[config.mk]
export PLATFORM = sky130hd
export DESIGN_NAME = usensor_responder
export DESIGN_NICKNAME = d
export VERILOG_FILES = /design/src/rtl/usensor_responder.sv
export SDC_FILE = /design/constraint.sdc
export NUM_CORES = 1
export LEC_CHECK = 0
export CORE_MARGIN = 4
export CORE_UTILIZATION = 45
export CTS_CLUSTER_SIZE = 16
export DETAILED_ROUTE_END_ITERATION = 10
export PLACE_DENSITY = 0.72
export SLEW_MARGIN = 20
export SYNTH_ARGS = -nofsm -noshare
export SYNTH_HDL_FRONTEND = slang
export SYNTH_SLANG_ARGS = --single-unit
[constraint.sdc]
create_clock -name clock -period 11.45 [get_ports clock]
set_input_delay 2.29 -clock clock [delete_from_list [all_inputs] [get_ports clock]]
set_output_delay 2.29 -clock clock [all_outputs]
set_load 0.05 [all_outputs]
[src/rtl/usensor_responder.sv]
`default_nettype none
// +--------------------------------------------------------------------------+
// | Module      : usensor_responder                                          |
// | Description : HC-SR04 ultrasonic sensor emulator. Watches trig and       |
// |               returns an echo pulse whose width encodes distance_cm.     |
// |               Optional macro USENSOR_RESPONDER_JITTER_EN adds 0..15      |
// |               cycles of LFSR noise to each echo width.                   |
// | Revision    : 1.0 - initial release                                      |
// +--------------------------------------------------------------------------+
module usensor_responder #(
    parameter int unsigned CYCLES_PER_CM   = 2900,
    parameter int unsigned MIN_TRIG_CYCLES = 500,
    parameter int unsigned BURST_CYCLES    = 10000,
    parameter int unsigned MAX_CM          = 400,
    parameter int unsigned NO_ECHO_CYCLES  = 1900000,
    parameter int unsigned HOLDOFF_CYCLES  = 50000
) (
    input  logic       clock,
    input  logic       reset,
    input  logic       trig,
    input  logic [8:0] distance_cm,
    input  logic       object_present,
    output logic       echo,
    output logic       busy,
    output logic       pulse_done,
    output logic       trig_short
);

    // State encoding
    localparam logic [2:0] c_s_idle    = 3'd0;
    localparam logic [2:0] c_s_trig    = 3'd1;
    localparam logic [2:0] c_s_delay   = 3'd2;
    localparam logic [2:0] c_s_echo    = 3'd3;
    localparam logic [2:0] c_s_holdoff = 3'd4;

    // All counting is done at 22 bits, wide enough for the no-echo width
    localparam logic [21:0] c_min_trig      = 22'(MIN_TRIG_CYCLES);
    localparam logic [21:0] c_cycles_per_cm = 22'(CYCLES_PER_CM);
    localparam logic [21:0] c_max_cm        = 22'(MAX_CM);
    localparam logic [21:0] c_no_echo       = 22'(NO_ECHO_CYCLES);
    // Last-cycle compare values; unused when the matching state is skipped
    localparam logic [21:0] c_burst_last    = 22'((BURST_CYCLES   == 0) ? 0 : BURST_CYCLES   - 1);
    localparam logic [21:0] c_holdoff_last  = 22'((HOLDOFF_CYCLES == 0) ? 0 : HOLDOFF_CYCLES - 1);
    localparam logic [2:0]  c_after_trig    = (BURST_CYCLES   == 0) ? c_s_echo : c_s_delay;
    localparam logic [2:0]  c_after_echo    = (HOLDOFF_CYCLES == 0) ? c_s_idle : c_s_holdoff;

    logic [2:0]  r_state;
    logic [2:0]  w_next;
    logic        r_trig_meta;
    logic        r_trig_s;
    logic        r_trig_prev;
    logic [21:0] r_cnt;
    logic [21:0] r_width;
    logic        r_pulse_done;
    logic        w_trig_rise;
    logic        w_accept;
    logic [8:0]  w_dist_eff;
    logic [21:0] w_base_width;
    logic [21:0] w_width;

    assign w_trig_rise = r_trig_s & ~r_trig_prev;
    assign w_accept    = (r_state == c_s_trig) && !r_trig_s && (r_cnt >= c_min_trig);

    // Echo width: a 0 cm target is reported as 1 cm; out of range gives no echo
    assign w_dist_eff   = (distance_cm == 9'd0) ? 9'd1 : distance_cm;
    assign w_base_width = (!object_present || (22'(distance_cm) > c_max_cm))
                          ? c_no_echo
                          : 22'(w_dist_eff) * c_cycles_per_cm;

`ifdef USENSOR_RESPONDER_JITTER_EN
    logic [15:0] r_lfsr;

    // Noise source: 16-bit Fibonacci LFSR, stepped once per accepted trig
    always_ff @(posedge clock) begin
        if (reset) begin
            r_lfsr <= 16'hACE1;
        end else if (w_accept) begin
            r_lfsr <= {r_lfsr[14:0], r_lfsr[15] ^ r_lfsr[13] ^ r_lfsr[12] ^ r_lfsr[10]};
        end
    end

    assign w_width = w_base_width + {18'd0, r_lfsr[3:0]};
`else
    assign w_width = w_base_width;
`endif

    // Two-flop synchronizer plus a delayed copy for rising-edge detection
    always_ff @(posedge clock) begin
        if (reset) begin
            r_trig_meta <= 1'b0;
            r_trig_s    <= 1'b0;
            r_trig_prev <= 1'b0;
        end else begin
            r_trig_meta <= trig;
            r_trig_s    <= r_trig_meta;
            r_trig_prev <= r_trig_s;
        end
    end

    // State register
    always_ff @(posedge clock) begin
        if (reset) begin
            r_state <= c_s_idle;
        end else begin
            r_state <= w_next;
        end
    end

    // Next-state logic
    always_comb begin
        w_next = r_state;
        case (r_state)
            c_s_idle: begin
                if (w_trig_rise) w_next = c_s_trig;
            end
            c_s_trig: begin
                if (!r_trig_s) w_next = w_accept ? c_after_trig : c_s_idle;
            end
            c_s_delay: begin
                if (r_cnt == c_burst_last) w_next = c_s_echo;
            end
            c_s_echo: begin
                if (r_cnt == r_width - 22'd1) w_next = c_after_echo;
            end
            c_s_holdoff: begin
                if (r_cnt == c_holdoff_last) w_next = c_s_idle;
            end
            default: w_next = c_s_idle;
        endcase
    end

    // Shared counter: trig width in TRIG, elapsed cycles in the timed states
    always_ff @(posedge clock) begin
        if (reset) begin
            r_cnt <= 22'd0;
        end else if (r_state == c_s_idle) begin
            r_cnt <= w_trig_rise ? 22'd1 : 22'd0;
        end else if ((r_state == c_s_trig) && r_trig_s) begin
            r_cnt <= (r_cnt >= c_min_trig) ? r_cnt : r_cnt + 22'd1;
        end else if (w_next != r_state) begin
            r_cnt <= 22'd0;
        end else begin
            r_cnt <= r_cnt + 22'd1;
        end
    end

    // Latch the echo width at acceptance so later input changes are ignored
    always_ff @(posedge clock) begin
        if (reset) begin
            r_width <= 22'd0;
        end else if (w_accept) begin
            r_width <= w_width;
        end
    end

    // pulse_done strobes on the first cycle after the echo's last high cycle
    always_ff @(posedge clock) begin
        if (reset) begin
            r_pulse_done <= 1'b0;
        end else begin
            r_pulse_done <= (r_state == c_s_echo) && (w_next != c_s_echo);
        end
    end

    // Output decode
    always_comb begin
        echo       = (r_state == c_s_echo);
        busy       = (r_state != c_s_idle);
        pulse_done = r_pulse_done;
        trig_short = (r_state == c_s_trig) && !r_trig_s && (r_cnt < c_min_trig);
    end

endmodule
`default_nettype wire
==> results of run 1 <==
==> cell families after synthesis <==
kind of cell / count (synthesis) / share of synthesized area [%]
AOI/OAI and AO/OA: 74 / 11.39
xor gates and xnor gates: 52 / 9.801
adders and majority gates: 72 / 22.94
buffers and inverters: 102 / 9.074
DFF: 48 / 20.68
muxes: 5 / 1.104
and+or+nand+nor: 207 / 25.01
==> final cells by class <==
cell class | instances | area [sq um] | area share, %
repair buffers | 17 | 162.7 | 3.301
inverters | 75 | 281.5 | 5.714
flip-flops and latches | 48 | 960.9 | 19.50
clock inverters | 1 | 8.758 | 0.1778
clock buffers | 6 | 82.58 | 1.676
well taps | 133 | 166.4 | 3.377
multi-input cells | 410 | 3264 | 66.25
==> state kept, by name, summed over array words and instances, names as in the netlist <==
register	cells
r_state	3
pulse_done	1
r_trig_prev	1
r_trig_s	1
r_width	19
r_trig_meta	1
r_cnt	22
==> critical path: cells and delay by family <==
family                   cells  cell delay (ns)
AO/OA/AOI/OAI                4             1.02
XOR/XNOR                     1             0.10
adder cells (fa/ha/maj)      5             2.19
buffers and inverters        6             0.81
AND/OR/NAND/NOR              5             1.06
==> Yosys cell counts (3+ instances only) <==
cell,count
a22o_1,3
a211oi_1,14
o21ai_0,8
a21oi_1,12
fa_1,22
o21a_1,5
o211ai_1,3
mux2i_1,4
nor4bb_1,3
nor3b_1,3
nand4_1,10
clkbuf_1,19
nor4_1,10
xnor2_1,23
nor3_1,31
a22oi_1,4
a31oi_1,3
nor4b_1,3
and2_1,3
buf_2,3
nor3_2,11
o31a_1,3
ha_1,50
nand2_1,32
or4_1,10
nand3_1,18
nor2_1,43
inv_1,75
a21o_1,3
dfxtp_1,48
or3_1,4
nand2b_1,3
nor2b_1,5
xor2_1,29
and3_1,7
==> per-layer routing <==
layer,up-vias,share of wire [%],global-route usage [%]
met1,1850,46,25.71
met4,0,2.0,5.076
li1,1924,-,-
met3,19,5.9,3.171
met2,123,46,30.78
met5,-,0,0
==> where the power goes <==
part | internal [mW] | switching, mW
clock network | 0.0483 | 0.0591
logic | 0.113 | 0.148
registers | 0.167 | 0.000425
total | 0.329 | 0.207
==> worst paths after layout <==
kind                  start     endpoint  slack [ns]
max reg2reg      r_width[2]     r_cnt[5]        7.86
max          distance_cm[1]  r_width[18]        4.18
min reg2reg     r_trig_meta     r_trig_s        0.45
min             r_trig_meta     r_trig_s        0.45
==> out/metrics.cfg, run 1 <==
[layout]
postLayoutCellArea_sq_mm = 0.004927
most_frequent_cells_in_the_layout = inv_1 (75), ha_1 (50), dfxtp_1 (48)
nets = 642
post_route_cells_drive_above_1_share_pct = 5.027
syn2layout_area_growth_pct = 6.031
antenna_cells_inserted = 0
mostFrequentLayoutCell = inv_1
layout.filler_cells = 945
fin_util_pct = 49.72
instances_no_fill = 690

[clock_network]
cts.clk_slew.worst_paths_ns = 0.09
clkLatencyLatePin_ns = 0.30
cts_tree = built
post_cts.resized_instances = 0
number_of_clock_buffers_inserted_by_tritoncts = 5
depth_of_the_cts_h_tree = 2
root_buffer = clkbuf_8
post-cts-setup-buffer-count = 0
cts_buffer_depth = 2
sink_count_of_the_clock_tree = 48
cts_hold_buffers = 0

[setup_path]
cell_by_cell_listing_of_the_critical_path = clkdlybuf4s50_1, nor4_1, nand4_1, nand2_1, inv_1, ha_1, inv_1, fa_1, inv_1, fa_1, inv_1, fa_1, inv_1, ha_1, nand2_1, o211ai_1, a311oi_1, nor2_1, o31ai_1, xor2_1, a211oi_1
critPathArrivalTime_ns = 7.49
crit_path_end_kind = register
number_of_cells_traversed_by_the_worst_register_to_register_path = 10
cp-start-kind = input port
crit_slowest_cell = clkdlybuf4s50_1
crit_required_ns = 11.66
crit_path_max_fanout = 6
critical_path.most_common_cell = inv_1
critPathKind = input port to register
max_stage_delay_ns = 0.53

[drt]
drt.antenna.violating_nets = 0
detail_route.vias_per_cell = 5.675
routed_wl_um = 10830
drc = 0
drtIter0Drc = 265
total_via_count_after_detailed_routing = 3916
firstDrtPassIters = 5
avgRoutedWirePerCell_um = 15.70

[global_route]
grt_first_pass_wirelength_um = 18060
grt_pass1_vias = 3678
largest_net_degree_at_the_start_of_global_routing = 51
grt_antenna_before_repair = 0
grt-ovfl-total = 0
grt.total_usage_pct = 18.82

[synthesis]
async_reset_ff_share_pct = 0
synthDominantCellAreaShare_pct = 20.68
synth.avg_cell_area_sq_um = 8.298
yosysUniqueCellTypes = 61
synth-edff-count = 0
synth_cells = 560
yosysSeqAreaShare_pct = 20.68
postSynthNetCount = 645
synth_top_cell_by_area = dfxtp_1
yosysWarningCount = 0
synth_seq_cells = 48
netlist_top_cells_area = dfxtp_1 (21%), ha_1 (13%), fa_1 (9.5%), inv_1 (6.1%), xor2_1 (5.5%)
syn_area_sq_mm = 0.004647
dominantRegCellSynth = dfxtp_1

[sta]
worstMarginPinSlew_ns = 1.003
rsz_0062_raised_after_global_routing = no
fmax_mhz = 137.5
fin_crit_sh_pct = 63.52
timing.setup.tns_ns = 0
setup_viol = 0
max_slew_violation_total_from_the_final_report = 0
maxSlewHeadroom_pct = 33.16
skew_ns = 0.005108
finalHoldWorstSlack_ns = 0.4530
postLayoutSetupSlackWorst_ns = 4.177
finalHoldViolations = 0
finalWorstPathRequiredPeriod_ns = 7.273

[floorplan]
initial_utilization_pct = 46.89
floorplan.core_area_sq_mm = 0.009910
die_h_um = 109.6
floorplan.die.width_um = 109.6
die_area_sq_mm = 0.01202
std_cell_rows = 36
ioPinCount = 17

[power_and_ir_drop]
total_power_uw = 535.7
power.density_mw_per_mm2 = 108.7
max_rail_drop_vdd_mv = 0.07807
static-leakage-power_nw = 2.117

[run]
maxCapViolations = 0

[min_path]
min_delay_path_depth = 1
hold_class = register to register

[placement]
finalWeightedCongestion = 0.8944
port-buffer-count = 16
placement.setup.worst_slack_ns = 3.928
postPlaceCellArea_sq_mm = 0.004836
place.detailed.hpwl_um = 8643
placed_cells_incl_taps = 683

[status]
outcome = finished clean

Power figures use the tool's default switching activity.
==> run 2, diff against run 1 <==
Clock period 11.45 ns to 7.3 ns, I/O delays scaled along.
==> out/metrics.cfg, run 2 (synthesis results as in run 1) <==
[layout]
postLayoutCellArea_sq_mm = 0.004927  ; unchanged
most_frequent_cells_in_the_layout = inv_1 (75), ha_1 (50), dfxtp_1 (48)
mostFrequentLayoutCell = inv_1
layout.filler_cells = 973  ; +3.0%
largest_registers = r_cnt (22), r_width (19), r_state (3)
antenna_cells_inserted = 0  ; unchanged
regMostFlops = r_cnt
syn2layout_area_growth_pct = 6.031  ; unchanged
largest_reg_flops = 22  ; unchanged
nets = 642  ; unchanged
post_route_cells_drive_above_1_share_pct = 5.027  ; unchanged

[drt]
total_via_count_after_detailed_routing = 3916  ; unchanged
detail_route.vias_per_cell = 5.675  ; unchanged
drc = 0  ; unchanged
route.top_layer_used = met4
drtIter0Drc = 269  ; +1.5%
avgRoutedWirePerCell_um = 15.81  ; +0.66%
routed_wl_um = 10910  ; +0.66%
drt.antenna.violating_nets = 0  ; unchanged
detailroute.wirelength.met3_um = 550  ; -14%
met2_wl_um = 5062  ; +1.4%
detail_route.wirelength.met1_um = 5093  ; +2.2%
firstDrtPassIters = 5  ; unchanged

[placement]
place.detailed.hpwl_um = 8658  ; +0.18%
port-buffer-count = 16  ; unchanged
finalWeightedCongestion = 0.8944  ; unchanged
postPlaceCellArea_sq_mm = 0.004836  ; unchanged

[floorplan]
initial_utilization_pct = 46.89  ; unchanged
ioPinCount = 17  ; unchanged
die_area_sq_mm = 0.01202  ; unchanged
std_cell_rows = 36  ; unchanged
die_h_um = 109.6  ; unchanged
floorplan.die.width_um = 109.6  ; unchanged
floorplan.core_area_sq_mm = 0.009910  ; unchanged

[clock_network]
root_buffer = clkbuf_8
cts_tree = built
depth_of_the_cts_h_tree = 2  ; unchanged
clkLatencyLatePin_ns = 0.31  ; about the same
post_cts.resized_instances = 0  ; unchanged
cts.clk_slew.worst_paths_ns = 0.09  ; about the same
number_of_clock_buffers_inserted_by_tritoncts = 5  ; unchanged
sink_count_of_the_clock_tree = 48  ; unchanged
cts_hold_buffers = 0  ; unchanged
post-cts-setup-buffer-count = 0  ; unchanged
cts_buffer_depth = 2  ; unchanged

[power_and_ir_drop]
p_seq_share_pct = 31.2  ; about the same
internal_power_uw = 515.5  ; +57%
net-switching-power_uw = 327.1  ; +58%
power.density_mw_per_mm2 = 171.0  ; +57%
share_comb_of_total_power_pct = 48.4  ; -0.2 points
clock_power_share_pct = 20.4  ; +0.3 points
switching_share_pct = 38.81  ; +0.13 points
max_rail_drop_vdd_mv = 0.09603  ; +23%
static-leakage-power_nw = 2.117  ; unchanged

[sta]
max_slew_violation_total_from_the_final_report = 0  ; unchanged
fmax_mhz = 157.2
timing.setup.tns_ns = 0  ; unchanged
skew_ns = 0.007920  ; +0.002812 ns
maxSlewHeadroom_pct = 32.14  ; -1.0 points
finalHoldViolations = 0  ; unchanged
rsz_0062_raised_after_global_routing = no
finalWorstPathRequiredPeriod_ns = 6.360
setup_viol = 0  ; unchanged
worstMarginPinSlew_ns = 1.018  ; +0.01525 ns
fin_crit_sh_pct = 87.12

[setup_path]
worstReg2RegStart = r_width[2]
crit_path_end_kind = register
crit_path_max_fanout = 6  ; unchanged
number_of_cells_traversed_by_the_worst_register_to_register_path = 10  ; unchanged
critical_path.endpoint = r_width[18]
rrSetupSlack_ns = 3.68  ; -4.18 ns
crit_required_ns = 7.52  ; -4.14 ns
worstSetupStartpoint = distance_cm[1]
cp-start-kind = input port
critPathArrivalTime_ns = 6.58  ; -0.91 ns
regToRegEndpoint = r_cnt[6]
critPathKind = input port to register

[global_route]
grt_pass1_vias = 3696  ; +0.49%
grt_antenna_before_repair = 0  ; unchanged
grt.total_usage_pct = 18.94  ; +0.11 points
grt-ovfl-total = 0  ; unchanged
grt_first_pass_wirelength_um = 18120  ; +0.34%
largest_net_degree_at_the_start_of_global_routing = 51  ; unchanged

[run]
maxCapViolations = 0  ; unchanged

[status]
outcome = finished clean

[min_path]
hold_class = register to register

## run 2: cell counts in the layout (fill, tap and decap cells not counted)
Identical to the previous run, type by type.
## run 2: final cells by class
cell class	instances	area, sq um	share of cell area (%)
flip-flops and latches	48	960.9	19.50
well taps	133	166.4	3.377
inverters	75	281.5	5.714
clock inverters	1	8.758	0.1778
repair buffers	17	162.7	3.301
clock buffers	6	82.58	1.676
multi-input cells	410	3264	66.25
## run 2: worst min-delay path by stage
stage	startpoint	depth (start not counted)	end	slack [ns]
2_1_floorplan	r_trig_meta	1	r_trig_s	0.41
3_3_place_gp	r_trig_meta	1	r_trig_s	0.42
3_5_place_dp	r_trig_meta	1	r_trig_s	0.43
4_1_cts	r_trig_meta	1	r_trig_s	0.46
5_1_grt	r_trig_meta	1	r_trig_s	0.47
6_report	r_trig_meta	1	r_trig_s	0.45
## run 2: critical path, stage by stage
cell             delay (ns)
clkdlybuf4s50_1        0.53
nor4_1                 0.43
nand4_1                0.23
nand2_1                0.16
inv_1                  0.06
ha_1                   0.35
inv_1                  0.08
fa_1                   0.47
inv_1                  0.05
fa_1                   0.52
inv_1                  0.05
fa_1                   0.52
inv_1                  0.04
ha_1                   0.32
nand2_1                0.09
o211ai_1               0.13
a311oi_1               0.38
nor2_1                 0.11
o31ai_1                0.24
xor2_1                 0.11
a211oi_1               0.23
## run 2: power by group through the flow
stage	logic, mW	registers (mW)	clock network (mW)
floorplan	0.323	0.269	0
global placement	0.395	0.269	0
detailed placement	0.405	0.269	0
CTS	0.408	0.263	0.177
global route	0.473	0.263	0.187
finish	0.407	0.263	0.172
## run 2: metrics by stage
stage	hold WS (ns)	utilization (%)	setup slack (ns)	cells	power, mW
3_3_place_gp	0.4158	48.80	0.7600	683	0.6647
6_report	0.4541	49.72	0.9402	690	0.8426
5_1_grt	0.4734	49.72	0.4593	690	0.9230
2_1_floorplan	0.4138	-	1.611	560	0.5921
4_1_cts	0.4560	49.72	0.9382	690	0.8482
3_5_place_dp	0.4337	48.80	0.6142	683	0.6746
## run 2: metal layers
layer / global-route usage, % / vias to the layer above
met5: 0 / -
met1: 25.86 / 1865
li1: - / 1930
met3: 2.995 / 16
met2: 30.78 / 105
met4: 5.788 / 0
==> run 3, diff against run 2 <==
Settings changed: CTS_CLUSTER_DIAMETER from default to 100.
Clock period 7.3 ns to 6.5 ns, I/O delays scaled along.
==> out/metrics.cfg, run 3 (synthesis results as in run 1) <==
[setup_path]
number_of_cells_traversed_by_the_worst_register_to_register_path = 10  ; unchanged
crit_required_ns = 6.73  ; -0.79 ns
regToRegEndpoint = r_cnt[11]
crit_path_end_kind = register
worstReg2RegStart = r_width[2]
crit_path_max_fanout = 4  ; -2
rrSetupSlack_ns = 2.90  ; -0.78 ns
worstSetupStartpoint = distance_cm[2]
critPathKind = input port to register
critical_path.endpoint = r_width[18]
cp-start-kind = input port
critPathArrivalTime_ns = 6.37  ; -0.21 ns

[global_route]
global_route.usage.met1_pct = 25.01  ; -0.85 points
top_usage_layer = met2
use_met3_pct = 3.641  ; +0.65 points
grt_antenna_before_repair = 0  ; unchanged
grt.met2_usage_pct = 32.74  ; +2.0 points
grt.total_usage_pct = 19.51  ; +0.57 points
grt_first_pass_wirelength_um = 18600  ; +2.7%
largest_net_degree_at_the_start_of_global_routing = 51  ; unchanged
grt_pass1_vias = 3909  ; +5.8%
grt-ovfl-total = 0  ; unchanged

[status]
outcome = finished clean

[drt]
routed_wl_um = 11110  ; +1.9%
total_via_count_after_detailed_routing = 3932  ; +0.41%
drt.antenna.violating_nets = 0  ; unchanged
avgRoutedWirePerCell_um = 16.01  ; +1.3%
drtIter0Drc = 270  ; +0.37%
firstDrtPassIters = 5  ; unchanged
detail_route.vias_per_cell = 5.666  ; -0.17%
drc = 0  ; unchanged

[sta]
timing.setup.tns_ns = 0  ; unchanged
worstMarginPinSlew_ns = 0.9880  ; -0.02990 ns
finalWorstPathRequiredPeriod_ns = 6.144
max_slew_violation_total_from_the_final_report = 0  ; unchanged
fin_crit_sh_pct = 94.53
postLayoutSetupSlackWorst_ns = 0.3556  ; -0.5847 ns
setup_viol = 0  ; unchanged
fmax_mhz = 162.7
maxSlewHeadroom_pct = 34.14  ; +2.0 points
finalHoldViolations = 0  ; unchanged
rsz_0062_raised_after_global_routing = no
skew_ns = 0.01447  ; +0.006551 ns

[floorplan]
ioPinCount = 17  ; unchanged
die_h_um = 109.6  ; unchanged
floorplan.core_area_sq_mm = 0.009910  ; unchanged
initial_utilization_pct = 46.89  ; unchanged
die_area_sq_mm = 0.01202  ; unchanged
std_cell_rows = 36  ; unchanged
floorplan.die.width_um = 109.6  ; unchanged

[clock_network]
cts.clk_slew.worst_paths_ns = 0.10  ; about the same
root_buffer = clkbuf_8
cts_hold_buffers = 0  ; unchanged
cts_buffer_depth = 2  ; unchanged
depth_of_the_cts_h_tree = 2  ; unchanged
cts_tree = built
sink_count_of_the_clock_tree = 48  ; unchanged
number_of_clock_buffers_inserted_by_tritoncts = 5  ; unchanged
clkLatencyLatePin_ns = 0.32  ; about the same
post_cts.resized_instances = 0  ; unchanged
post-cts-setup-buffer-count = 0  ; unchanged

[min_path]
hold_class = register to register
hold_sp = r_trig_meta
min_delay_path_depth = 1  ; unchanged

[layout]
largest_registers = r_cnt (22), r_width (19), r_state (3)
nets = 645  ; +0.47%
mostFrequentLayoutCell = inv_1
regMostFlops = r_cnt
most_frequent_cells_in_the_layout = inv_1 (75), ha_1 (50), dfxtp_1 (48)
syn2layout_area_growth_pct = 6.624
antenna_cells_inserted = 0  ; unchanged
postLayoutCellArea_sq_mm = 0.004955  ; +0.56%
post_route_cells_drive_above_1_share_pct = 5.704  ; +0.68 points
fin_util_pct = 50.00  ; +0.28 points
largest_reg_flops = 22  ; unchanged

[placement]
place.detailed.hpwl_um = 8842  ; +2.1%
finalWeightedCongestion = 0.9150  ; +2.3%
postPlaceCellArea_sq_mm = 0.004858  ; +0.47%
placement.setup.worst_slack_ns = 0.02519  ; -0.5890 ns
port-buffer-count = 16  ; unchanged

[power_and_ir_drop]
max_rail_drop_vdd_mv = 0.08893  ; -7.4%
static-leakage-power_nw = 2.135  ; +0.85%
power.density_mw_per_mm2 = 193.0  ; +13%
total_power_uw = 956.2  ; +13%

[run]
maxCapViolations = 0  ; unchanged

[run 3: cell types whose count changed in the layout (fill, tap and decap cells not counted)]
cell and delta:
buf_4 +3, clkinv_4 -1, inv_6 +1, clkinv_2 +1
[run 3: final cells by class]
class,count,area (sq um)
fillers,969,4955
multi-input cells,410,3264
flip-flops and latches,48,960.9
inverters,75,281.5
repair buffers,20,185.2
well taps,133,166.4
clock buffers,6,82.58
clock inverters,2,13.76
[run 3: report_power, final]
part	switching (mW)	internal [mW]
clock network	0.110	0.0873
logic	0.262	0.201
registers	0.000861	0.295
total	0.373	0.583
[run 3: worst max-delay path, stage by stage]
cell	delay, ns
clkdlybuf4s50_1	0.48
nor4_1	0.40
nand4_1	0.17
nand2_1	0.13
inv_1	0.05
ha_1	0.34
inv_1	0.07
fa_1	0.48
inv_1	0.05
fa_1	0.54
inv_1	0.06
fa_1	0.53
inv_1	0.04
ha_1	0.32
nand2_1	0.11
o211ai_1	0.12
a311oi_1	0.45
nor2_1	0.13
o31ai_1	0.25
xor2_1	0.10
a211oi_1	0.23
[run 3: layer usage]
metal	wire length [um]	part of all wire (%)	vias to the layer above
met5	0	0	-
met4	323	2.9	0
met3	742	6.7	25
met2	5156	46	115
met1	4886	44	1856
li1	-	-	1936
[run 3: how the worst min path moves through the flow]
stage               endpoint  slack (ns)
finish              r_trig_s        0.46
detailed placement  r_trig_s        0.43
global placement    r_trig_s        0.42
global route        r_trig_s        0.48
floorplan           r_trig_s        0.41
CTS                 r_trig_s        0.46
[run 3: stage by stage]
step | hold slack (ns) | cells
after detailed placement | 0.4342 | 686
after global routing | 0.4803 | 694
after global placement | 0.4162 | 686
after floorplan | 0.4138 | 560
after CTS | 0.4564 | 694
final | 0.4561 | 694
